[src/rtl/fc8_mem_arbiter.sv]
// fc8_mem_arbiter: N-master arbiter (fixed priority with starvation guard, or round robin) in front of one
// single-port memory; one access per cycle, completions routed back to the issuing master by ID.
module fc8_mem_arbiter #(
  parameter int NUM_MASTERS = 4,
  parameter int ADDR_W = 20,
  parameter int DATA_W = 8,
  parameter int RD_LATENCY = 1,
  parameter int ARB_MODE = 0,
  parameter int MAX_HOLD = 8
) (
  input  logic                          master_clk,
  input  logic                          master_rst_n,
  input  logic [NUM_MASTERS-1:0]        req_valid,
  input  logic [NUM_MASTERS-1:0]        req_wr,
  input  logic [NUM_MASTERS*ADDR_W-1:0] req_addr,
  input  logic [NUM_MASTERS*DATA_W-1:0] req_wdata,
  output logic [NUM_MASTERS-1:0]        req_ready,
  output logic [NUM_MASTERS-1:0]        rsp_valid,
  output logic [DATA_W-1:0]             rsp_rdata,
  output logic                          mem_cs,
  output logic                          mem_wr_en,
  output logic [ADDR_W-1:0]             mem_addr,
  output logic [DATA_W-1:0]             mem_wdata,
  input  logic [DATA_W-1:0]             mem_rdata,
  output logic [2:0]                    grant_id
);
  localparam int N = NUM_MASTERS;
  localparam int IW = $clog2(N);
  localparam int D = RD_LATENCY + 1;
  logic [IW-1:0] rr_ptr, win, idx;
  logic [7:0] hold_cnt;
  logic [N-1:0] cand, holder;
  logic hit;
  logic [D-1:0] pipe_vld, pipe_wr;
  logic [IW-1:0] pipe_id [D];
  assign holder = N'(1) << grant_id;
  // The holder is masked only when it has used up its streak and someone else is waiting.
  always_comb begin
    cand = (ARB_MODE == 0 && MAX_HOLD > 0 && hold_cnt == 8'(MAX_HOLD) && |(req_valid & ~holder)) ? req_valid & ~holder : req_valid;
    win = '0;
    hit = 1'b0;
    idx = '0;
    for (int k = 0; k < N; k++) begin
      idx = IW'(ARB_MODE != 0 ? (int'(rr_ptr) + k) % N : k);
      if (!hit && cand[idx]) begin
        hit = 1'b1;
        win = idx;
      end
    end
    req_ready = (hit && master_rst_n) ? N'(1) << win : '0;
  end
  always_ff @(posedge master_clk or negedge master_rst_n) begin
    if (!master_rst_n) begin
      rr_ptr <= '0;
      hold_cnt <= '0;
      grant_id <= '0;
      mem_cs <= 1'b0;
      mem_wr_en <= 1'b0;
      mem_addr <= '0;
      mem_wdata <= '0;
      pipe_vld <= '0;
      pipe_wr <= '0;
      pipe_id <= '{default: '0};
    end else begin
      mem_cs <= hit;
      mem_wr_en <= hit & req_wr[win];
      pipe_vld <= {pipe_vld[D-2:0], hit};
      pipe_wr <= {pipe_wr[D-2:0], req_wr[win]};
      pipe_id[0] <= win;
      for (int k = D - 1; k > 0; k--) pipe_id[k] <= pipe_id[k-1];
      if (hit) begin
        mem_addr <= req_addr[win*ADDR_W +: ADDR_W];
        mem_wdata <= req_wdata[win*DATA_W +: DATA_W];
        grant_id <= 3'(win);
        rr_ptr <= (int'(win) == N - 1) ? '0 : win + 1'b1;
        hold_cnt <= (3'(win) == grant_id && hold_cnt != 8'd0) ? ((hold_cnt == 8'(MAX_HOLD)) ? hold_cnt : hold_cnt + 8'd1) : 8'd1;
      end
    end
  end
  // Read data is forwarded straight from the memory in the cycle the completion pulses.
  assign rsp_valid = pipe_vld[D-1] ? N'(1) << pipe_id[D-1] : '0;
  assign rsp_rdata = (pipe_vld[D-1] && !pipe_wr[D-1]) ? mem_rdata : '0;
endmodule
[config.mk]
export PLATFORM = sky130hd
export DESIGN_NAME = fc8_mem_arbiter
export DESIGN_NICKNAME = d
export VERILOG_FILES = /design/src/rtl/fc8_mem_arbiter.sv
export SDC_FILE = /design/constraint.sdc
export NUM_CORES = 1
export LEC_CHECK = 0
export BUFFER_PORTS_ARGS = -buffer_cell sky130_fd_sc_hd__buf_2
export CAP_MARGIN = 20
export CORE_UTILIZATION = 46
export CTS_CLUSTER_DIAMETER = 100
export CTS_CLUSTER_SIZE = 24
export DETAILED_ROUTE_END_ITERATION = 7
export PLACE_DENSITY = 0.91
export SYNTH_ARGS = -nofsm -noshare
export SYNTH_HDL_FRONTEND = slang
export SYNTH_SLANG_ARGS = --single-unit
[constraint.sdc]
create_clock -name master_clk -period 6.8 [get_ports master_clk]
set_input_delay 1.7 -clock master_clk [delete_from_list [all_inputs] [get_ports master_clk]]
set_output_delay 1.7 -clock master_clk [all_outputs]
set_load 0.1 [all_outputs]
# After elaboration in Yosys (flattened, before gate mapping)
# Index checks and enable logic that the tools add are counted.
[totals]
reg_bits = 48
[op_classes]
add_sub_neg = 1
multipliers = 1
order_cmp = 1
n_eq_ne = 3
n_shift = 5
n_mux = 15
n_bitwise = 3
n_reduce_logical = 14
[op_table]
columns = ["operator", "n"]
rows = [
  ["$shiftx 80x8->20", 1],
  ["$shiftx 32x6->8", 1],
  ["$mux 8", 3],
  ["$mux 4", 3],
  ["$shl 1x2->4 const A", 3],
  ["$add 8x1->8 const B", 1],
  ["$eq 8x4->1 const B", 1],
  ["$reduce_bool 8->1", 1],
  ["$logic_and 1x1->1", 7],
  ["$mux 1", 6],
  ["$mul 2x3->5 const B", 1],
  ["$and 4x4->4", 1],
  ["$logic_not 1->1", 4],
  ["$mux 2", 2],
  ["$not 4->4", 1],
  ["$reduce_or 4->1", 1],
  ["$lt 2x3->1 const B", 1],
  ["$bmux 1 s2", 1],
  ["$eq 2x2->1", 1],
  ["$ne 2x2->1 const B", 1],
  ["$reduce_and 2->1", 1],
  ["$and 1x1->1", 1],
]

# Longest topological paths before layout
# Gate-level depths: netlist of the first run.
[depth]
ltp_word = 20
ltp_mapped = 9
mapped_depth_nobuf = 8

# Worst setup path after synthesis of the first run
# OpenSTA, ideal clock, no wires.
[synth_path]
kind = "input-to-output"
start = "input req_valid[1]"
end = "output req_ready[2]"
t_arrival_ns = 4.128
required_time_ns = 5.100
slack_ns = 0.972
stages = 6
cell_sequence = "clkbuf_1 -> nor3_1 -> o41ai_4 -> clkbuf_1 -> nand3_1 -> nor2_1"
[synth_via]
elab_chain_cells = 16
elab_cells_between_ends = 20
[synth_lines]
columns = ["element", "line_no", "source"]
rows = [
  ["from (decl)", "13", "input logic [NUM_MASTERS-1:0] req_valid,"],
  ["$and 4x4->4", "39", "cand = (ARB_MODE == 0 && MAX_HOLD > 0 && hold_cnt == 8'(MAX_HOLD) && |(req_valid & ~holder)) ? req_valid & ~ho ..."],
  ["$reduce_or 4->1", "39", ""],
  ["$logic_and 1x1->1", "39", ""],
  ["$mux 4 (*)", "39", ""],
  ["$mux 1", "45", "if (!hit && cand[idx]) begin"],
  ["$logic_not 1->1", "45", ""],
  ["$logic_and 1x1->1", "45", ""],
  ["$mux 1", "45", ""],
  ["$logic_not 1->1", "45", ""],
  ["$logic_and 1x1->1", "45", ""],
  ["$mux 1", "45", ""],
  ["$logic_not 1->1", "45", ""],
  ["$logic_and 1x1->1", "45", ""],
  ["$mux 2 or $mux 1 (tied branches)", "45", ""],
  ["$shl 1x2->4 or $logic_and 1x1->1 (tied branches)", "50", "req_ready = (hit && master_rst_n) ? N'(1) << win : '0;"],
  ["$mux 4 (*)", "50", ""],
  ["to (decl)", "17", "output logic [NUM_MASTERS-1:0] req_ready,"],
]
# Mark *: on every way between the ends. The rest lies on a longest branch, timed or not.

# Worst setup path in the final report of the first run
# Ends and elaborated chain as after synthesis.

==> results of run 1 <==
-- state kept, by name (all words and copies together) (netlist names) --
register	cells
grant_id	2
hold_cnt	8
mem_addr	20
mem_wdata	8
mem_wr_en	1
pipe_id	4
pipe_vld	2
pipe_wr	2
-- placed cells by master (no fill, tap or decap), types with 2 or more instances in the layout --
master,instances
sky130_fd_sc_hd__nand2_1,33
sky130_fd_sc_hd__dfrtp_1,47
sky130_fd_sc_hd__inv_1,3
sky130_fd_sc_hd__o221a_1,28
sky130_fd_sc_hd__buf_4,6
sky130_fd_sc_hd__o221ai_1,29
sky130_fd_sc_hd__buf_2,176
sky130_fd_sc_hd__clkbuf_8,7
sky130_fd_sc_hd__o31ai_1,9
sky130_fd_sc_hd__and3b_1,2
sky130_fd_sc_hd__a211oi_1,2
sky130_fd_sc_hd__a21oi_1,5
sky130_fd_sc_hd__o311ai_1,2
sky130_fd_sc_hd__nor3_1,6
sky130_fd_sc_hd__and3_1,4
sky130_fd_sc_hd__and2_1,10
sky130_fd_sc_hd__a22o_1,5
sky130_fd_sc_hd__nand3_1,32
sky130_fd_sc_hd__nor2_1,11
sky130_fd_sc_hd__o21ai_1,4
sky130_fd_sc_hd__ha_1,2
sky130_fd_sc_hd__nor2b_1,3
-- cells by family (layout without fill, tap and decap cells) --
family          after synthesis  count (layout)
buf+inv                      31             195
fa+ha+maj                     2               2
simple gates                108             108
compound gates               96              96
flops                        47              47
other cells                   1               1
-- worst paths after layout --
path	startpoint	to	slack, ns	cells after the start
setup / recovery	req_valid[1]	req_ready[2]	1.64	7
hold / removal	pipe_id[2]	pipe_id[0]	0.36	0
setup reg to reg	hold_cnt[4]	hold_cnt[1]	3.53	8
hold reg to reg	pipe_id[2]	pipe_id[0]	0.36	0
max in group asynchronous	master_rst_n	pipe_id[0]	4.70	2
min in group asynchronous	master_rst_n	mem_wdata[6]	1.35	1
-- layout make-up --
type / instances / area (sq um)
Inverter: 4 / 15.0
Multi-Input combinational cell: 207 / 1500
Fill cell: 507 / 2090
Timing Repair Buffer: 183 / 946
Clock buffer: 8 / 100
Tap cell: 75 / 93.8
Sequential cell: 47 / 1180
-- stage by stage --
| step | setup slack (ns) | instances | utilization |
|---|---|---|---|
| 4_1_cts | 1.64 | 524 | 0.646 |
| 5_1_grt | 1.49 | 524 | 0.646 |
| 2_1_floorplan | 0.972 | 285 | - |
| 3_3_place_gp | 1.66 | 516 | 0.630 |
| 6_report | 1.64 | 524 | 0.646 |
| 3_5_place_dp | 1.64 | 516 | 0.630 |
-- power breakdown --
group | internal, mW | switching [mW]
Combinational | 0.0938 | 0.271
Clock | 0.0929 | 0.0914
Sequential | 0.304 | 0.0199
Total | 0.491 | 0.383
-- per-layer routing --
| metal | part of all wire | global-route usage | vias up |
|---|---|---|---|
| li1 | - | - | 1455 |
| met1 | 0.39 | 0.308 | 1486 |
| met2 | 0.51 | 0.453 | 214 |
| met3 | 0.091 | 0.0557 | 17 |
| met4 | 0.018 | 0.104 | 0 |
| met5 | 0 | 0 | - |
==> metrics.csv, run 1 <==
stage,metric,value,unit
synthesis,Synth area leader,sky130_fd_sc_hd__dfrtp_1,
global_route,total track usage,0.259,
floorplan,effective utilization at floorplan,0.475,
global_route,largest net degree at the start of global routing,64,
floorplan,number of top-level design ports,179,
synthesis,count of distinct cell types in the synthesized netlist,44,
pwr,leak pwr,1.81,nW
setup_path,"Max FO, Critical Path",63,
job,max_cap viols,0,
drt,detailed-routing iteration count for the pre-antenna-repair pass,8,
layout,diode count,0,
sta,Rel. slew slack,0.242,
sta,final setup fails,0,
layout,NumNets Final,580,
synthesis,combinational family with the most area after synthesis,compound AO/OA/AOI/OAI gates,
clock_network,number of buffers on the longest clock path,2,
min_path,Worst Hold Class,flop to flop,
sta,number of slew-limit violations in the final report,0,
global_route,number of antenna violations at the first check in global routing,0,
layout,area growth from synthesis to final layout,36.2,%
synthesis,"top cells by count, synth","sky130_fd_sc_hd__dfrtp_1, sky130_fd_sc_hd__nand2_1, sky130_fd_sc_hd__nand3_1",
sta,setup repair after global routing missed its margin,no,
clock_network,CTS tree,built,
setup_path,crit-path cells,"buf_2, nor3_1, o41ai_4, buf_4, nand3_1, nor2_1, buf_2",
setup_path,endpoint kind of the worst setup timing path,output pin,
synthesis,sequential share of the synthesized area,0.419,
floorplan,vertical die dimension,80.2,um
sta,final period demand of the worst path,5.16,ns
sta,period utilization,0.759,
drt,"antenna viol nets, final",0,
floorplan,die outline area,6430,sq um
synthesis,Synth Area in XOR/XNOR,0,
synthesis,number of nets produced by synthesis,417,
sta,FMAX,0.194,GHz
pwr,overall power consumption,874,uW
synthesis,prevailing post-synth register cell,sky130_fd_sc_hd__dfrtp_1,
pwr,Pwr Density,228,nW/um^2
setup_path,Critical Path AT,3.46,ns
sta,Setup Skew,0.0125,ns
setup_path,delay contributed by the slowest stage of the critical path,0.53,ns
layout,share of final-layout standard cells stronger than drive strength 1,0.441,
setup_path,data required time at the worst endpoint,5.10,ns
synthesis,gate count of the mapped netlist,285,
clock_network,cell at the root of the clock tree,sky130_fd_sc_hd__clkbuf_8,
synthesis,number of synthesized flops with an enable pin,0,
clock_network,number of buffers added by the clock tree synthesis step,5,
outcome,outcome,"finished, final reports clean",
clock_network,worst skew pair latency,0.31,ns
global_route,via count of the first global-routing pass,2880,
synthesis,fraction of synthesized area in multiplexers,0,
synthesis,Compound-Gate Fraction of Synth Area,0.323,
clock_network,Clock transition at path regs,0.08,ns
synthesis,Yosys warnings,0,
sta,actual transition at the worst max-transition pin,1.13,ns
clock_network,total clock sinks,47,
placed_design,GP Congestion,0.844,
placed_design,total placed instance area,3730,sq um
floorplan,Die X,80.2,um
setup_path,WP buf/inv,3,
floorplan,core region area,5920,sq um
setup_path,most repeated library cell on the critical path,sky130_fd_sc_hd__buf_2,
setup_path,sort of element at the start of the critical path,primary input,
clock_network,number of gates resized after CTS,0,
synthesis,Post-Synth Adder-Cell Area,0.00890,
placed_design,half-perimeter wire length after placement,6250,um
setup_path,Setup Crit Path Kind,primary input to output pin,
synthesis,area share of the largest cell type after synthesis,0.419,
sta,setup total negative slack,0,ns
setup_path,cell type group with the largest total delay on the critical path,buffers and inverters,
drt,sum of routed wire length over all layers,8620,um
drt,Vias,3172,
global_route,global route overflow,0,
synthesis,mean post-synth cell area,9.86,sq um
synthesis,"share of synthesized cell area in and, or, nand and nor gates",0.199,
sta,final hold violations,0,
clock_network,maximum level of the CTS H-tree,2,
placed_design,count of input and output buffers,177,
floorplan,Cell Rows,28,
setup_path,cell at the slowest stage of the critical path,sky130_fd_sc_hd__buf_4,
drt,WL per Instance,16.4,um
clock_network,Post-CTS Setup Inserts,0,
drt,vias per cell,6.05,
clock_network,count of hold-fix buffers inserted at cts,0,
layout,"Non-Filler Cell Area, Final",3830,sq um
drt,1st-iter DRT viols,219,
synthesis,Async SR Flop Fraction,1.00,
sta,final hold slack,0.357,ns
synthesis,main area contributors after synthesis,"sky130_fd_sc_hd__dfrtp_1, sky130_fd_sc_hd__o221a_1, sky130_fd_sc_hd__o221ai_1",
synthesis,synthesized area,2810,sq um
synthesis,"flops & latches, synth",47,
synthesis,leading cell type by number of instances after synthesis,sky130_fd_sc_hd__dfrtp_1,
global_route,global-route wire length before repair,12900,um
pwr,worst vdd rail ir drop,0.117,mV
drt,# DRC,0,
Note: power is estimated with default switching activity, not from simulation.
==> run 2: changes to the inputs <==
--- a/config.mk
+++ b/config.mk
@@ -7,11 +7,11 @@
 export LEC_CHECK = 0
 export BUFFER_PORTS_ARGS = -buffer_cell sky130_fd_sc_hd__buf_2
 export CAP_MARGIN = 20
-export CORE_UTILIZATION = 46
+export CORE_UTILIZATION = 43
 export CTS_CLUSTER_DIAMETER = 100
 export CTS_CLUSTER_SIZE = 24
 export DETAILED_ROUTE_END_ITERATION = 7
-export PLACE_DENSITY = 0.91
+export PLACE_DENSITY = 0.86
 export SYNTH_ARGS = -nofsm -noshare
 export SYNTH_HDL_FRONTEND = slang
 export SYNTH_SLANG_ARGS = --single-unit
==> constraint.sdc (replaced) <==
create_clock -name master_clk -period 5.1 [get_ports master_clk]
set_input_delay 1.275 -clock master_clk [delete_from_list [all_inputs] [get_ports master_clk]]
set_output_delay 1.275 -clock master_clk [all_outputs]
set_load 0.1 [all_outputs]
==> metrics.csv, run 2 (same netlist as run 1, synthesis figures left out) <==
stage,metric,value,unit,change
drt,1st-iter DRT viols,164,,was 219
global_route,total track usage,0.241,,was 0.259
min_path,critical hold path startpoint,pipe_wr[0],,was pipe_id[2]
setup_path,Setup Crit Path Kind,primary input to output pin,,unchanged
placed_design,cell count after placement,519,,was 516
min_path,hold-critical path endpoint,pipe_wr[1],,was pipe_id[0]
drt,detailed-routing iteration count for the pre-antenna-repair pass,4,,was 8
layout,area growth from synthesis to final layout,36.6,%,was 36.2%
drt,WL per Instance,16.2,um,was 16.4 um
sta,FMAX,0.240,GHz,
setup_path,Worst R2R Setup Slack,1.87,ns,was 3.53 ns
pwr,leak pwr,1.82,nW,was 1.81 nW
pwr,switch share,0.433,,was 0.438
layout,number of flip-flops under the largest register name,20,,unchanged
floorplan,core region area,6310,sq um,was 5920 sq um
min_path,hold path depth,0,,unchanged
min_path,Worst Hold Class,flop to flop,,unchanged
sta,actual transition at the worst max-transition pin,0.988,ns,was 1.13 ns
global_route,number of antenna violations at the first check in global routing,0,,unchanged
setup_path,delay contributed by the slowest stage of the critical path,0.42,ns,was 0.53 ns
sta,setup total negative slack,0,ns,unchanged
drt,Vias,3127,,"was 3,172"
sta,setup repair after global routing missed its margin,no,,unchanged
layout,diode count,0,,unchanged
pwr,Clk pwr share,0.207,,was 0.211
layout,number of non-filler instances in the completed layout,527,,was 524
clock_network,Clock transition at path regs,0.08,ns,about the same
sta,final hold violations,0,,unchanged
clock_network,CTS tree,built,,unchanged
floorplan,die outline area,6860,sq um,was 6430 sq um
floorplan,Die X,82.8,um,was 80.2 um
layout,area of the multi-input gates,1500,sq um,unchanged
clock_network,maximum level of the CTS H-tree,2,,unchanged
pwr,cell-internal power,656,uW,was 491 uW
setup_path,number of cells on the critical path,6,,was 7
setup_path,endpoint kind of the worst setup timing path,output pin,,unchanged
pwr,Pwr Density,301,nW/um^2,was 228 nW/um^2
setup_path,data required time at the worst endpoint,3.83,ns,was 5.10 ns
pwr,sequential share of power,0.374,,was 0.371
setup_path,cell at the slowest stage of the critical path,sky130_fd_sc_hd__buf_2,,was sky130_fd_sc_hd__buf_4
sta,final period demand of the worst path,4.17,ns,
clock_network,total clock sinks,47,,unchanged
layout,"most common cell after layout, fill and taps aside",sky130_fd_sc_hd__buf_2,,unchanged
floorplan,Cell Rows,29,,was 28
clock_network,number of buffers added by the clock tree synthesis step,5,,unchanged
layout,filler instances,574,,was 507
sta,Setup Skew,0.00378,ns,was 0.0125 ns
pwr,worst vdd rail ir drop,0.184,mV,was 0.117 mV
setup_path,WP buf/inv,3,,unchanged
sta,final setup fails,0,,unchanged
clock_network,count of hold-fix buffers inserted at cts,0,,unchanged
pwr,NetSw,500,uW,was 383 uW
sta,period utilization,0.817,,
setup_path,cell type group with the largest total delay on the critical path,buffers and inverters,,unchanged
sta,number of slew-limit violations in the final report,0,,unchanged
clock_network,worst skew pair latency,0.28,ns,was 0.31 ns
layout,registers with the most flip-flops,"mem_addr (20), hold_cnt (8), mem_wdata (8)",,unchanged
setup_path,most repeated library cell on the critical path,sky130_fd_sc_hd__buf_2,,unchanged
layout,share of final-layout standard cells stronger than drive strength 1,0.442,,was 0.441
setup_path,depth of the most critical reg-to-reg path,9,,was 8
pwr,combinational group share of total power,0.419,,was 0.418
floorplan,vertical die dimension,82.8,um,was 80.2 um
floorplan,number of top-level design ports,179,,unchanged
layout,area occupied by registers,1180,sq um,unchanged
setup_path,Critical Path AT,2.89,ns,was 3.46 ns
clock_network,Post-CTS Setup Inserts,0,,unchanged
layout,"top library cells by usage in the layout, fill and taps aside","sky130_fd_sc_hd__buf_2, sky130_fd_sc_hd__dfrtp_1, sky130_fd_sc_hd__nand2_1, sky130_fd_sc_hd__nand3_1, sky130_fd_sc_hd__o221ai_1",,unchanged
placed_design,half-perimeter wire length after placement,6190,um,was 6250 um
setup_path,crit-path cells,"buf_2, nor3_1, o41ai_4, buf_4, and3_1, buf_2",,"was buf_2, nor3_1, o41ai_4, buf_4, nand3_1, nor2_1, buf_2"
drt,sum of routed wire length over all layers,8520,um,was 8620 um
setup_path,endpoint of the lowest-slack register-to-register path,hold_cnt[6],,was hold_cnt[1]
clock_network,number of buffers on the longest clock path,2,,unchanged
outcome,outcome,"finished, final reports clean",,unchanged
placed_design,GP Congestion,0.805,,was 0.844
global_route,via count of the first global-routing pass,3014,,"was 2,880"
global_route,largest net degree at the start of global routing,39,,was 64
layout,largest register by flop count,mem_addr,,unchanged
drt,# DRC,0,,unchanged
setup_path,sort of element at the start of the critical path,primary input,,unchanged
clock_network,number of gates resized after CTS,0,,unchanged
drt,"antenna viol nets, final",0,,unchanged
sta,Rel. slew slack,0.336,,was 0.242
global_route,global-route wire length before repair,13800,um,"was 12,900 um"
layout,NumNets Final,581,,was 580
floorplan,effective utilization at floorplan,0.445,,was 0.475
clock_network,cell at the root of the clock tree,sky130_fd_sc_hd__clkbuf_8,,unchanged
drt,vias per cell,5.93,,was 6.05
setup_path,"Max FO, Critical Path",37,,was 63
global_route,global route overflow,0,,unchanged
job,max_cap viols,0,,unchanged
setup_path,reg-to-reg critical path startpoint,hold_cnt[4],,unchanged
placed_design,count of input and output buffers,177,,unchanged
[run 2: cell type report]
type	instances	area share
Multi-Input combinational cell	207	0.390
Sequential cell	47	0.306
Timing Repair Buffer	184	0.248
Clock buffer	8	0.0261
Tap cell	77	0.0251
Inverter	4	0.00391
[run 2: worst max-delay path by stage]
stage / start / endpoint
global placement: req_valid[1] / req_ready[1]
finish: req_valid[1] / req_ready[1]
floorplan: req_valid[1] / req_ready[2]
global route: hold_cnt[4] / req_ready[1]
CTS: req_valid[1] / req_ready[1]
detailed placement: req_valid[1] / req_ready[1]
[run 2: power by group through the flow]
| stage | clock, mW | combinational, mW | sequential (mW) |
|---|---|---|---|
| global route | 0.263 | 0.508 | 0.437 |
| floorplan | 0 | 0.192 | 0.607 |
| detailed placement | 0 | 0.486 | 0.438 |
| global placement | 0 | 0.474 | 0.437 |
| CTS | 0.246 | 0.486 | 0.432 |
| finish | 0.239 | 0.485 | 0.432 |
[run 2: metrics by stage]
stage	cell area, sq um	worst slack [ns]	total power [mW]	hold WS, ns	util
floorplan	2810	0.122	0.799	0.331	-
global placement	3740	1.01	0.911	0.351	0.592
detailed placement	3740	0.961	0.924	0.336	0.592
CTS	3840	0.956	1.16	0.355	0.608
global route	3840	0.836	1.21	0.369	0.608
finish	3840	0.934	1.16	0.354	0.608
[run 2: metal layers]
metal | global-route usage | wire [um] | vias to the layer above
li1 | - | - | 1457
met1 | 0.294 | 3560 | 1526
met2 | 0.432 | 4320 | 138
met3 | 0.0447 | 560 | 6
met4 | 0.0721 | 83 | 0
met5 | 0 | 0 | -
==> run 3: changes to the inputs <==
--- a/config.mk
+++ b/config.mk
@@ -7,11 +7,11 @@
 export LEC_CHECK = 0
 export BUFFER_PORTS_ARGS = -buffer_cell sky130_fd_sc_hd__buf_2
 export CAP_MARGIN = 20
-export CORE_UTILIZATION = 43
+export CORE_UTILIZATION = 39
 export CTS_CLUSTER_DIAMETER = 100
 export CTS_CLUSTER_SIZE = 24
 export DETAILED_ROUTE_END_ITERATION = 7
-export PLACE_DENSITY = 0.86
+export PLACE_DENSITY = 0.82
 export SYNTH_ARGS = -nofsm -noshare
 export SYNTH_HDL_FRONTEND = slang
 export SYNTH_SLANG_ARGS = --single-unit
==> constraint.sdc (replaced) <==
create_clock -name master_clk -period 3.8 [get_ports master_clk]
set_input_delay 0.95 -clock master_clk [delete_from_list [all_inputs] [get_ports master_clk]]
set_output_delay 0.95 -clock master_clk [all_outputs]
set_load 0.1 [all_outputs]
==> metrics.csv, run 3 (same netlist as run 1, synthesis figures left out) <==
stage,metric,value,unit,change
setup_path,"Max FO, Critical Path",8,,was 37
floorplan,effective utilization at floorplan,0.409,,was 0.445
layout,largest register by flop count,mem_addr,,unchanged
clock_network,Post-CTS Setup Inserts,0,,unchanged
drt,vias per cell,5.70,,was 5.93
layout,final core utilization,0.568,,was 0.608
layout,diode count,0,,unchanged
pwr,Pwr Density,395,nW/um^2,was 301 nW/um^2
floorplan,core region area,6870,sq um,was 6310 sq um
drt,sum of routed wire length over all layers,8810,um,was 8520 um
global_route,global-route wire length before repair,13600,um,"was 13,800 um"
layout,"top library cells by usage in the layout, fill and taps aside","sky130_fd_sc_hd__buf_2, sky130_fd_sc_hd__dfrtp_1, sky130_fd_sc_hd__nand2_1, sky130_fd_sc_hd__nand3_1, sky130_fd_sc_hd__o221ai_1",,unchanged
sta,Setup Skew,0.0108,ns,was 0.00378 ns
sta,FMAX,0.298,GHz,
clock_network,number of buffers added by the clock tree synthesis step,5,,unchanged
layout,area occupied by registers,1180,sq um,unchanged
placed_design,worst slack after detailed placement,0.453,ns,was 0.961 ns
sta,final period demand of the worst path,3.36,ns,
drt,1st-iter DRT viols,252,,was 164
clock_network,CTS tree,built,,unchanged
global_route,global route overflow,0,,unchanged
sta,actual transition at the worst max-transition pin,0.602,ns,was 0.988 ns
sta,final setup fails,0,,unchanged
setup_path,data required time at the worst endpoint,2.85,ns,was 3.83 ns
layout,area growth from synthesis to final layout,38.7,%,was 36.6%
layout,number of non-filler instances in the completed layout,547,,was 527
setup_path,Setup Crit Path Kind,primary input to output pin,,unchanged
clock_network,Clock transition at path regs,0.08,ns,about the same
sta,Rel. slew slack,0.595,,was 0.336
layout,filler instances,627,,was 574
placed_design,GP Congestion,0.818,,was 0.805
setup_path,Critical Path AT,2.41,ns,was 2.89 ns
layout,registers with the most flip-flops,"mem_addr (20), hold_cnt (8), mem_wdata (8)",,unchanged
setup_path,endpoint kind of the worst setup timing path,output pin,,unchanged
min_path,Worst Hold Class,flop to flop,,unchanged
layout,area of the multi-input gates,1500,sq um,about the same
setup_path,sort of element at the start of the critical path,primary input,,unchanged
job,max_cap viols,0,,unchanged
drt,# DRC,0,,unchanged
global_route,number of antenna violations at the first check in global routing,0,,unchanged
drt,"antenna viol nets, final",0,,unchanged
placed_design,half-perimeter wire length after placement,6470,um,was 6190 um
clock_network,worst skew pair latency,0.30,ns,was 0.28 ns
pwr,switch share,0.441,,was 0.433
floorplan,Die X,86.9,um,was 82.8 um
drt,WL per Instance,16.1,um,was 16.2 um
clock_network,number of gates resized after CTS,0,,unchanged
floorplan,number of top-level design ports,179,,unchanged
pwr,NetSw,680,uW,was 500 uW
global_route,via count of the first global-routing pass,2921,,"was 3,014"
sta,period utilization,0.883,,
clock_network,maximum level of the CTS H-tree,2,,unchanged
clock_network,number of buffers on the longest clock path,2,,unchanged
global_route,total track usage,0.233,,was 0.241
sta,setup repair after global routing missed its margin,no,,unchanged
placed_design,cell count after placement,540,,was 519
layout,number of flip-flops under the largest register name,20,,unchanged
layout,share of final-layout standard cells stronger than drive strength 1,0.450,,was 0.442
placed_design,count of input and output buffers,177,,unchanged
pwr,worst vdd rail ir drop,0.187,mV,was 0.184 mV
floorplan,vertical die dimension,86.9,um,was 82.8 um
outcome,outcome,"finished, final reports clean",,unchanged
global_route,largest net degree at the start of global routing,46,,was 39
drt,detailed-routing iteration count for the pre-antenna-repair pass,4,,unchanged
pwr,combinational group share of total power,0.426,,was 0.419
layout,NumNets Final,583,,was 581
clock_network,cell at the root of the clock tree,sky130_fd_sc_hd__clkbuf_8,,unchanged
floorplan,Cell Rows,30,,was 29
pwr,cell-internal power,860,uW,was 656 uW
clock_network,total clock sinks,47,,unchanged
pwr,sequential share of power,0.376,,was 0.374
sta,final worst-path setup slack,0.444,ns,was 0.934 ns
floorplan,die outline area,7550,sq um,was 6860 sq um
pwr,leak pwr,1.83,nW,was 1.82 nW
clock_network,count of hold-fix buffers inserted at cts,0,,unchanged
sta,final hold violations,0,,unchanged
sta,number of slew-limit violations in the final report,0,,unchanged
drt,Vias,3116,,"was 3,127"
layout,"most common cell after layout, fill and taps aside",sky130_fd_sc_hd__buf_2,,unchanged
pwr,Clk pwr share,0.198,,was 0.207
sta,final hold slack,0.354,ns,about the same
[run 3: area by class of cell]
| type | instances | area share |
|---|---|---|
| Clock buffer | 6 | 0.0212 |
| Clock inverter | 1 | 0.00128 |
| Inverter | 4 | 0.00385 |
| Multi-Input combinational cell | 207 | 0.385 |
| Sequential cell | 47 | 0.302 |
| Tap cell | 96 | 0.0308 |
| Timing Repair Buffer | 186 | 0.256 |
[run 3: path summary, 6_finish.rpt]
| check | to | cells past startpoint | start | slack (ns) |
|---|---|---|---|---|
| max | req_ready[0] | 5 | req_valid[1] | 0.44 |
| min | pipe_wr[1] | 0 | pipe_wr[0] | 0.35 |
| max reg2reg | mem_addr[4] | 8 | hold_cnt[2] | 0.65 |
| min reg2reg | pipe_wr[1] | 0 | pipe_wr[0] | 0.35 |
| max in group asynchronous | pipe_id[0] | 2 | master_rst_n | 2.58 |
| min in group asynchronous | mem_addr[9] | 1 | master_rst_n | 0.44 |
[run 3: worst max-delay path, stage by stage]
cell	delay (ns)
sky130_fd_sc_hd__buf_2	0.15
sky130_fd_sc_hd__nor3_1	0.40
sky130_fd_sc_hd__o41a_1	0.30
sky130_fd_sc_hd__and2_1	0.16
sky130_fd_sc_hd__buf_2	0.43
[run 3: stage by stage]
step	TNS, ns	area, sq um	total power [mW]
after floorplan	-0.205	2820	1.07
after global placement	0	3810	1.23
after detailed placement	0	3810	1.24
after CTS	0	3900	1.55
after global routing	0	3900	1.61
final	0	3900	1.54
[run 3: layer usage]
layer	part of all wire	wire length, um	vias up	track usage
met3	0.075	659	16	0.0559
li1	-	-	1454	-
met4	0.023	204	0	0.0939
met2	0.51	4450	157	0.389
met5	0	0	-	0
met1	0.40	3490	1489	0.291
[run 3: power by group through the flow]
stage | Combinational (mW) | Clock, mW | Sequential, mW
finish | 0.655 | 0.305 | 0.579
global route | 0.690 | 0.334 | 0.586
CTS | 0.656 | 0.312 | 0.579
detailed placement | 0.656 | 0 | 0.588
global placement | 0.643 | 0 | 0.586
floorplan | 0.258 | 0 | 0.814
